==> src/rtl/branch_pkg.sv <==
// Shared definitions for the gshare pattern history table.
//   - 2-bit saturating counter width and encodings
//   - INIT_VALUE written into every entry by the post-reset sweep
//   - INIT/READY state enum for the table controller
package branch_pkg;

    localparam int CTR_WIDTH = 2;

    localparam logic [CTR_WIDTH-1:0] CTR_STRONG_NT = 2'b00;
    localparam logic [CTR_WIDTH-1:0] CTR_WEAK_NT   = 2'b01;
    localparam logic [CTR_WIDTH-1:0] CTR_WEAK_T    = 2'b10;
    localparam logic [CTR_WIDTH-1:0] CTR_STRONG_T  = 2'b11;

    // LUT memory has no reset, so every entry is swept to weakly not-taken.
    localparam logic [CTR_WIDTH-1:0] INIT_VALUE = CTR_WEAK_NT;

    typedef enum logic {
        INIT  = 1'b0,
        READY = 1'b1
    } pht_state_e;

endpackage

==> src/rtl/double_port_memory.sv <==
// Distributed (LUT) memory with one synchronous write port and two
// asynchronous read ports. Contents are not reset.
// Ports:
//   clk                 write clock
//   wt_en/wt_addr/wt_data   write port, committed on the rising edge
//   rd1_addr/rd1_data   combinational read port 1
//   rd2_addr/rd2_data   combinational read port 2
module double_port_memory #(
    parameter int ADDR_WIDTH = 8,
    parameter int DATA_WIDTH = 2
) (
    input  logic                  clk,
    input  logic                  wt_en,
    input  logic [ADDR_WIDTH-1:0] wt_addr,
    input  logic [DATA_WIDTH-1:0] wt_data,
    input  logic [ADDR_WIDTH-1:0] rd1_addr,
    output logic [DATA_WIDTH-1:0] rd1_data,
    input  logic [ADDR_WIDTH-1:0] rd2_addr,
    output logic [DATA_WIDTH-1:0] rd2_data
);

    localparam int DEPTH = 2 ** ADDR_WIDTH;

    logic [DATA_WIDTH-1:0] mem_q [DEPTH];

    // Storage write; deliberately no reset so it maps onto LUT RAM.
    always_ff @(posedge clk) begin
        if (wt_en) begin
            mem_q[wt_addr] <= wt_data;
        end
    end

    assign rd1_data = mem_q[rd1_addr];
    assign rd2_data = mem_q[rd2_addr];

endmodule

==> src/rtl/branch_pht.sv <==
// Gshare pattern history table. Predicts branch direction in the same cycle
// from a 2-bit counter indexed by PC xor global history, and trains counters
// from resolved branches through a one-stage read-modify-write pipeline with
// forwarding. After reset the table is swept to weakly not-taken before
// predictions are declared valid.
// Ports:
//   clk, rstn                 clock, asynchronous active-low reset
//   pred_valid, pred_pc       fetch request (pred_valid shifts the history)
//   pred_ready                table initialised
//   pred_taken                predicted direction
//   pred_index, pred_ghr      index and history to carry down the pipe
//   upd_valid, upd_index, upd_ghr, upd_taken, upd_mispredict
//                             resolved-branch training / history recovery
module branch_pht
    import branch_pkg::*;
#(
    parameter int ADDR_WIDTH = 8,
    parameter int GHR_WIDTH  = 8
) (
    input  logic                  clk,
    input  logic                  rstn,
    input  logic                  pred_valid,
    input  logic [31:0]           pred_pc,
    output logic                  pred_ready,
    output logic                  pred_taken,
    output logic [ADDR_WIDTH-1:0] pred_index,
    output logic [GHR_WIDTH-1:0]  pred_ghr,
    input  logic                  upd_valid,
    input  logic [ADDR_WIDTH-1:0] upd_index,
    input  logic [GHR_WIDTH-1:0]  upd_ghr,
    input  logic                  upd_taken,
    input  logic                  upd_mispredict
);

    localparam logic [ADDR_WIDTH-1:0] SWEEP_ONE  = {{(ADDR_WIDTH-1){1'b0}}, 1'b1};
    localparam logic [ADDR_WIDTH-1:0] SWEEP_LAST = {ADDR_WIDTH{1'b1}};

    // Saturating 2-bit counter update.
    function automatic logic [CTR_WIDTH-1:0] ctr_next(
        input logic [CTR_WIDTH-1:0] ctr,
        input logic                 taken
    );
        logic [CTR_WIDTH-1:0] res;
        if (taken) begin
            if (ctr == CTR_STRONG_T) begin
                res = ctr;
            end else begin
                res = ctr + 2'b01;
            end
        end else begin
            if (ctr == CTR_STRONG_NT) begin
                res = ctr;
            end else begin
                res = ctr - 2'b01;
            end
        end
        return res;
    endfunction

    pht_state_e               state_q, state_d;
    logic [ADDR_WIDTH-1:0]    sweep_q, sweep_d;
    logic [GHR_WIDTH-1:0]     ghr_q, ghr_d;
    logic                     wr_valid_q, wr_valid_d;
    logic [ADDR_WIDTH-1:0]    wr_index_q, wr_index_d;
    logic [CTR_WIDTH-1:0]     wr_data_q, wr_data_d;

    logic                     ready_s;
    logic                     upd_fire_s;
    logic [ADDR_WIDTH-1:0]    ghr_ext_s;
    logic [ADDR_WIDTH-1:0]    pred_index_s;
    logic [CTR_WIDTH-1:0]     mem_rd1_s, mem_rd2_s;
    logic [CTR_WIDTH-1:0]     rd1_data_s, rd2_data_s;
    logic                     pred_taken_s;
    logic                     mem_we_s;
    logic [ADDR_WIDTH-1:0]    mem_waddr_s;
    logic [CTR_WIDTH-1:0]     mem_wdata_s;
    logic                     unused_bits_s;

    // Only the word-aligned index bits of the PC and the low history bits of
    // upd_ghr are meaningful here.
    assign unused_bits_s = ^{pred_pc[31:ADDR_WIDTH+2], pred_pc[1:0], upd_ghr[GHR_WIDTH-1]};

    assign ready_s    = (state_q == READY);
    assign upd_fire_s = ready_s & upd_valid;

    // Zero-extend the history to index width (GHR_WIDTH may equal ADDR_WIDTH).
    always_comb begin
        ghr_ext_s                = '0;
        ghr_ext_s[GHR_WIDTH-1:0] = ghr_q;
    end

    assign pred_index_s = pred_pc[ADDR_WIDTH+1:2] ^ ghr_ext_s;

    // Forward the pending write so reads never see a stale counter.
    always_comb begin
        rd1_data_s = mem_rd1_s;
        rd2_data_s = mem_rd2_s;
        if (wr_valid_q && (wr_index_q == pred_index_s)) begin
            rd1_data_s = wr_data_q;
        end else begin
            rd1_data_s = mem_rd1_s;
        end
        if (wr_valid_q && (wr_index_q == upd_index)) begin
            rd2_data_s = wr_data_q;
        end else begin
            rd2_data_s = mem_rd2_s;
        end
    end

    assign pred_taken_s = ready_s & rd1_data_s[CTR_WIDTH-1];

    // Controller: sweep every entry once, then stay in READY until reset.
    always_comb begin
        state_d = state_q;
        sweep_d = sweep_q;
        case (state_q)
            INIT: begin
                sweep_d = sweep_q + SWEEP_ONE;
                if (sweep_q == SWEEP_LAST) begin
                    state_d = READY;
                end else begin
                    state_d = INIT;
                end
            end
            READY: begin
                state_d = READY;
                sweep_d = sweep_q;
            end
            default: begin
                state_d = INIT;
                sweep_d = '0;
            end
        endcase
    end

    // Global history: recovery wins over the speculative shift.
    always_comb begin
        ghr_d = ghr_q;
        if (upd_fire_s && upd_mispredict) begin
            ghr_d = {upd_ghr[GHR_WIDTH-2:0], upd_taken};
        end else if (ready_s && pred_valid) begin
            ghr_d = {ghr_q[GHR_WIDTH-2:0], pred_taken_s};
        end else begin
            ghr_d = ghr_q;
        end
    end

    // Update stage 0: read-modify into the write stage.
    always_comb begin
        wr_valid_d = 1'b0;
        wr_index_d = wr_index_q;
        wr_data_d  = wr_data_q;
        if (upd_fire_s) begin
            wr_valid_d = 1'b1;
            wr_index_d = upd_index;
            wr_data_d  = ctr_next(rd2_data_s, upd_taken);
        end else begin
            wr_valid_d = 1'b0;
        end
    end

    // Memory write port: sweep during INIT, write stage once READY.
    always_comb begin
        mem_we_s    = 1'b0;
        mem_waddr_s = '0;
        mem_wdata_s = INIT_VALUE;
        if (ready_s) begin
            mem_we_s    = wr_valid_q;
            mem_waddr_s = wr_index_q;
            mem_wdata_s = wr_data_q;
        end else begin
            mem_we_s    = 1'b1;
            mem_waddr_s = sweep_q;
            mem_wdata_s = INIT_VALUE;
        end
    end

    // State, history and write-stage registers.
    always_ff @(posedge clk or negedge rstn) begin
        if (!rstn) begin
            state_q    <= INIT;
            sweep_q    <= '0;
            ghr_q      <= '0;
            wr_valid_q <= 1'b0;
            wr_index_q <= '0;
            wr_data_q  <= INIT_VALUE;
        end else begin
            state_q    <= state_d;
            sweep_q    <= sweep_d;
            ghr_q      <= ghr_d;
            wr_valid_q <= wr_valid_d;
            wr_index_q <= wr_index_d;
            wr_data_q  <= wr_data_d;
        end
    end

    double_port_memory #(
        .ADDR_WIDTH (ADDR_WIDTH),
        .DATA_WIDTH (CTR_WIDTH)
    ) u_mem (
        .clk      (clk),
        .wt_en    (mem_we_s),
        .wt_addr  (mem_waddr_s),
        .wt_data  (mem_wdata_s),
        .rd1_addr (pred_index_s),
        .rd1_data (mem_rd1_s),
        .rd2_addr (upd_index),
        .rd2_data (mem_rd2_s)
    );

    assign pred_ready = ready_s;
    assign pred_taken = pred_taken_s;
    assign pred_index = pred_index_s;
    assign pred_ghr   = ghr_q;

endmodule

==> config.mk <==
export PLATFORM = sky130hd
export DESIGN_NAME = branch_pht
export DESIGN_NICKNAME = d
export VERILOG_FILES = /design/src/rtl/branch_pkg.sv /design/src/rtl/double_port_memory.sv /design/src/rtl/branch_pht.sv
export SDC_FILE = /design/constraint.sdc
export NUM_CORES = 1
export LEC_CHECK = 0
export CORE_MARGIN = 2
export CORE_UTILIZATION = 44
export DETAILED_ROUTE_END_ITERATION = 12
export HOLD_SLACK_MARGIN = 0.03
export PLACE_DENSITY = 0.59
export SLEW_MARGIN = 10
export SYNTH_ARGS = -nofsm -noshare
export SYNTH_HDL_FRONTEND = slang
export SYNTH_SLANG_ARGS = --single-unit
==> constraint.sdc <==
create_clock -name clk -period 5.4 [get_ports clk]
set_input_delay 1.08 -clock clk [delete_from_list [all_inputs] [get_ports clk]]
set_output_delay 1.08 -clock clk [all_outputs]
set_load 0.02 [all_outputs]
==> impl_metrics.ini <==
[status]
status = completed

[layout]
area.growth.synth_to_final_pct = 14.59
final_nets = 1730
diodes = 0
fin_cells = 2468
final_util_pct = 50.71
drive_gt1_share_pct = 21.14
fillers = 4673

[placed_design]
place_hpwl_um = 44860
dp.cells = 2369
place_congestion = 0.8786
pre_cts_slack_ns = -0.6200
portBuffers = 46

[clocking]
numCtsBuffers = 56
clk_pin_slew_ns = 0.06
tritoncts = yes
ctsRootBufferMaster = clkbuf_16
insertion_delay_ns = 0.63
h-tree-depth = 2
cts_sinks = 540
hold_buffers = 0
clock_path_buffers = 3

[synth]
synth-main-ff-cell = edfxtp_1
synth_top_area_cell = edfxtp_1
avgSynthCellArea_um2 = 15.80
yosysWarnings = 0
synth.distinct_cells = 64
synth_nets = 1628
synth_commonest_cells = edfxtp_1, nor2_1, mux4_2
yosysSeqAreaShare_pct = 64.67
yosysTopAreaCellShare_pct = 61.85
synthTopCellsByArea = edfxtp_1, mux4_2, nor2_1, mux2i_1, dfrtp_1
yosysMostFrequentCell = edfxtp_1
syn_area_um2 = 24860
synthCells = 1573
synth_async_sr_flop_share_pct = 5.185
synth-edff-count = 512
ys_ff_latch = 540

[min_path]
holdPathStages = 1
min_to = sweep_q[4]
hp-class = reg -> reg
hold_start = sweep_q[4]

[detailed_routing]
ant_nets = 0
routed_via_density = 6.122
post_drt_wl_per_cell_um = 29.35
wl_um = 72440
drtIter0Drc = 1607
first_pass_iters = 5
vias = 15110
drc = 0

[power_and_ir_drop]
power.static_leakage_nw = 8.984
power.density_nw_per_um2 = 299.4
ir_drop_uv = 224.1
power_mw = 8.528

[timing]
maxSlewHeadroom_pct = 23.06
period_share_pct = 97.80
tns_ns = 0
hold_violations = 0
timing.fmax_mhz = 189.3
clock_skew_ns = 0.03004
finalCriticalPeriod_ns = 5.281
slew_viol_final = 0
setup_violations = 0
rsz0062_at_grt = false
worst_pin_slew_ns = 1.154
setup_slack_ns = 0.1185

[global_routing]
grt_pass1_wl_um = 105000
met2_usage_pct = 40.21
track_usage_pct = 24.67
first_global_vias = 15350
antenna_found_initial = 0
met3_usage_pct = 4.695
grt_max_degree = 145
busiest_layer = met2
overflow = 0
grt_use_met1_pct = 33.40

[die]
placementRows = 87
initial_core_util_pct = 44.26
die_area_um2 = 58410
io_pins = 72
die_x_um = 241.7
core_um2 = 56170
die_h_um = 241.7

[worst_setup_path]
slowest_delay_ns = 0.59
required_ns = 4.32
r2r-start = pred_ghr[0]
start_kind = input port
path_max_fanout = 13
path_buf_inv = 5
worst_r2r_path_depth = 12
path_cells = clkdlybuf4s15_2 > xor2_4 > buf_12 > buf_6 > mux4_1 > mux4_2 > mux2i_1 > o21ai_1 > nand4b_1 > a32oi_1 > buf_4 > and2b_1 > clkbuf_2
crit_path_end_kind = output port
cp_top_family = multiplexers
cp_slowest_cell = mux4_1
worstReg2RegEnd = pred_ghr[0]
worstSetupPathType = in -> out
worstPathArrival_ns = 4.20
ff2ff_setup_slack_ns = 1.89

[run]
max_cap_viol_count = 0
==> registers in the layout, summed over array words and instances, names as in the netlist <==
| register | cells |
|---|---|
| pred_ghr | 8 |
| pred_ready | 1 |
| sweep_q | 8 |
| u_mem.mem_q | 512 |
| wr_data_q | 2 |
| wr_index_q | 8 |
| wr_valid_q | 1 |
==> logic make-up (layout without fill, tap and decap cells) <==
family,Yosys count,count (layout),synth area share [%]
mux,273,273,19.67
buf+inv,125,264,2.305
xor+xnor,31,31,1.555
simple gates,451,451,7.495
flops,540,540,64.67
compound gates,152,152,4.253
fa+ha+maj,1,1,0.05032
==> worst max path at each step <==
stage,from,to,slack [ns],cells after the start
detailed placement,pred_pc[2],pred_taken,-0.62,12
global route,pred_pc[2],pred_taken,0.08,14
floorplan,pred_ready,u_mem.mem_q[0][1],0.15,4
global placement,pred_pc[2],pred_taken,-0.61,13
finish,pred_pc[2],pred_taken,0.12,13
CTS,pred_pc[2],pred_taken,0.005,13
==> routing by layer <==
layer  routed length [um]  vias up
li1                     -     6393
met1                28780     7787
met2                34960      793
met3                 6224      135
met4                 2481        0
met5                    0        -
==> final cells by class <==
class	instances	area, um2	share of cell area (%)
clock buffer	66	1439	5.051
clock inverter	29	214.0	0.7511
inverter	16	61.31	0.2152
multi-input combinational	908	8265	29.02
sequential	540	16080	56.44
tap	756	945.9	3.321
timing repair buffer	153	1484	5.209
==> cell usage in the layout, fill, tap and decap left out, types with 4 or more instances in the layout <==
master           Yosys  final
nor2b_1              8      6
mux2_2               5      5
a22oi_1             56     56
clkbuf_1            60     10
clkinv_2             0     10
xnor2_1             18     17
xnor3_1              7      7
nor2_1             283    282
a31oi_1              5      5
clkbuf_16            0     57
inv_1               13     13
nand2_1             92     92
o22ai_1              9      9
a21oi_1             20     20
mux4_1              11     11
a32o_1               4      4
edfxtp_1           512    512
nand3_1             23     23
nand3b_1             5      5
a211oi_1             6      6
nor3_1               6      6
dfrtp_1             27     27
clkdlybuf4s50_1      0     40
o211ai_1             5      5
buf_4                8     90
clkinv_1             1     14
o21ai_0             22     22
mux4_2             154    154
mux2i_1            100     99
buf_12               0     16
nand4_1              8      8
nand2b_1            12     11
==> power breakdown <==
group / internal [mW] / total, mW / switching [mW]
Combinational: 0.170 / 0.411 / 0.241
Clock: 1.99 / 3.60 / 1.62
Sequential: 4.51 / 4.51 / 0
==> stage by stage <==
step	hold slack [ns]	instance area [um2]
3_5_place_dp	0.5714	26760
4_1_cts	0.5832	28440
6_report	0.5822	28490
2_1_floorplan	0.4881	24860
5_1_grt	0.6064	28490
3_3_place_gp	0.5660	26760
==> what timing repair did <==
item                                   in CTS  in global routing
pin swaps                                   0                  1
resized for setup                           9                  3
cloned                                      0                  1
setup endpoints to repair                   1                  1
endpoints found under the hold margin       0                  0
setup buffers                               2                  1
No activity file was read; power rests on OpenSTA's default activity.
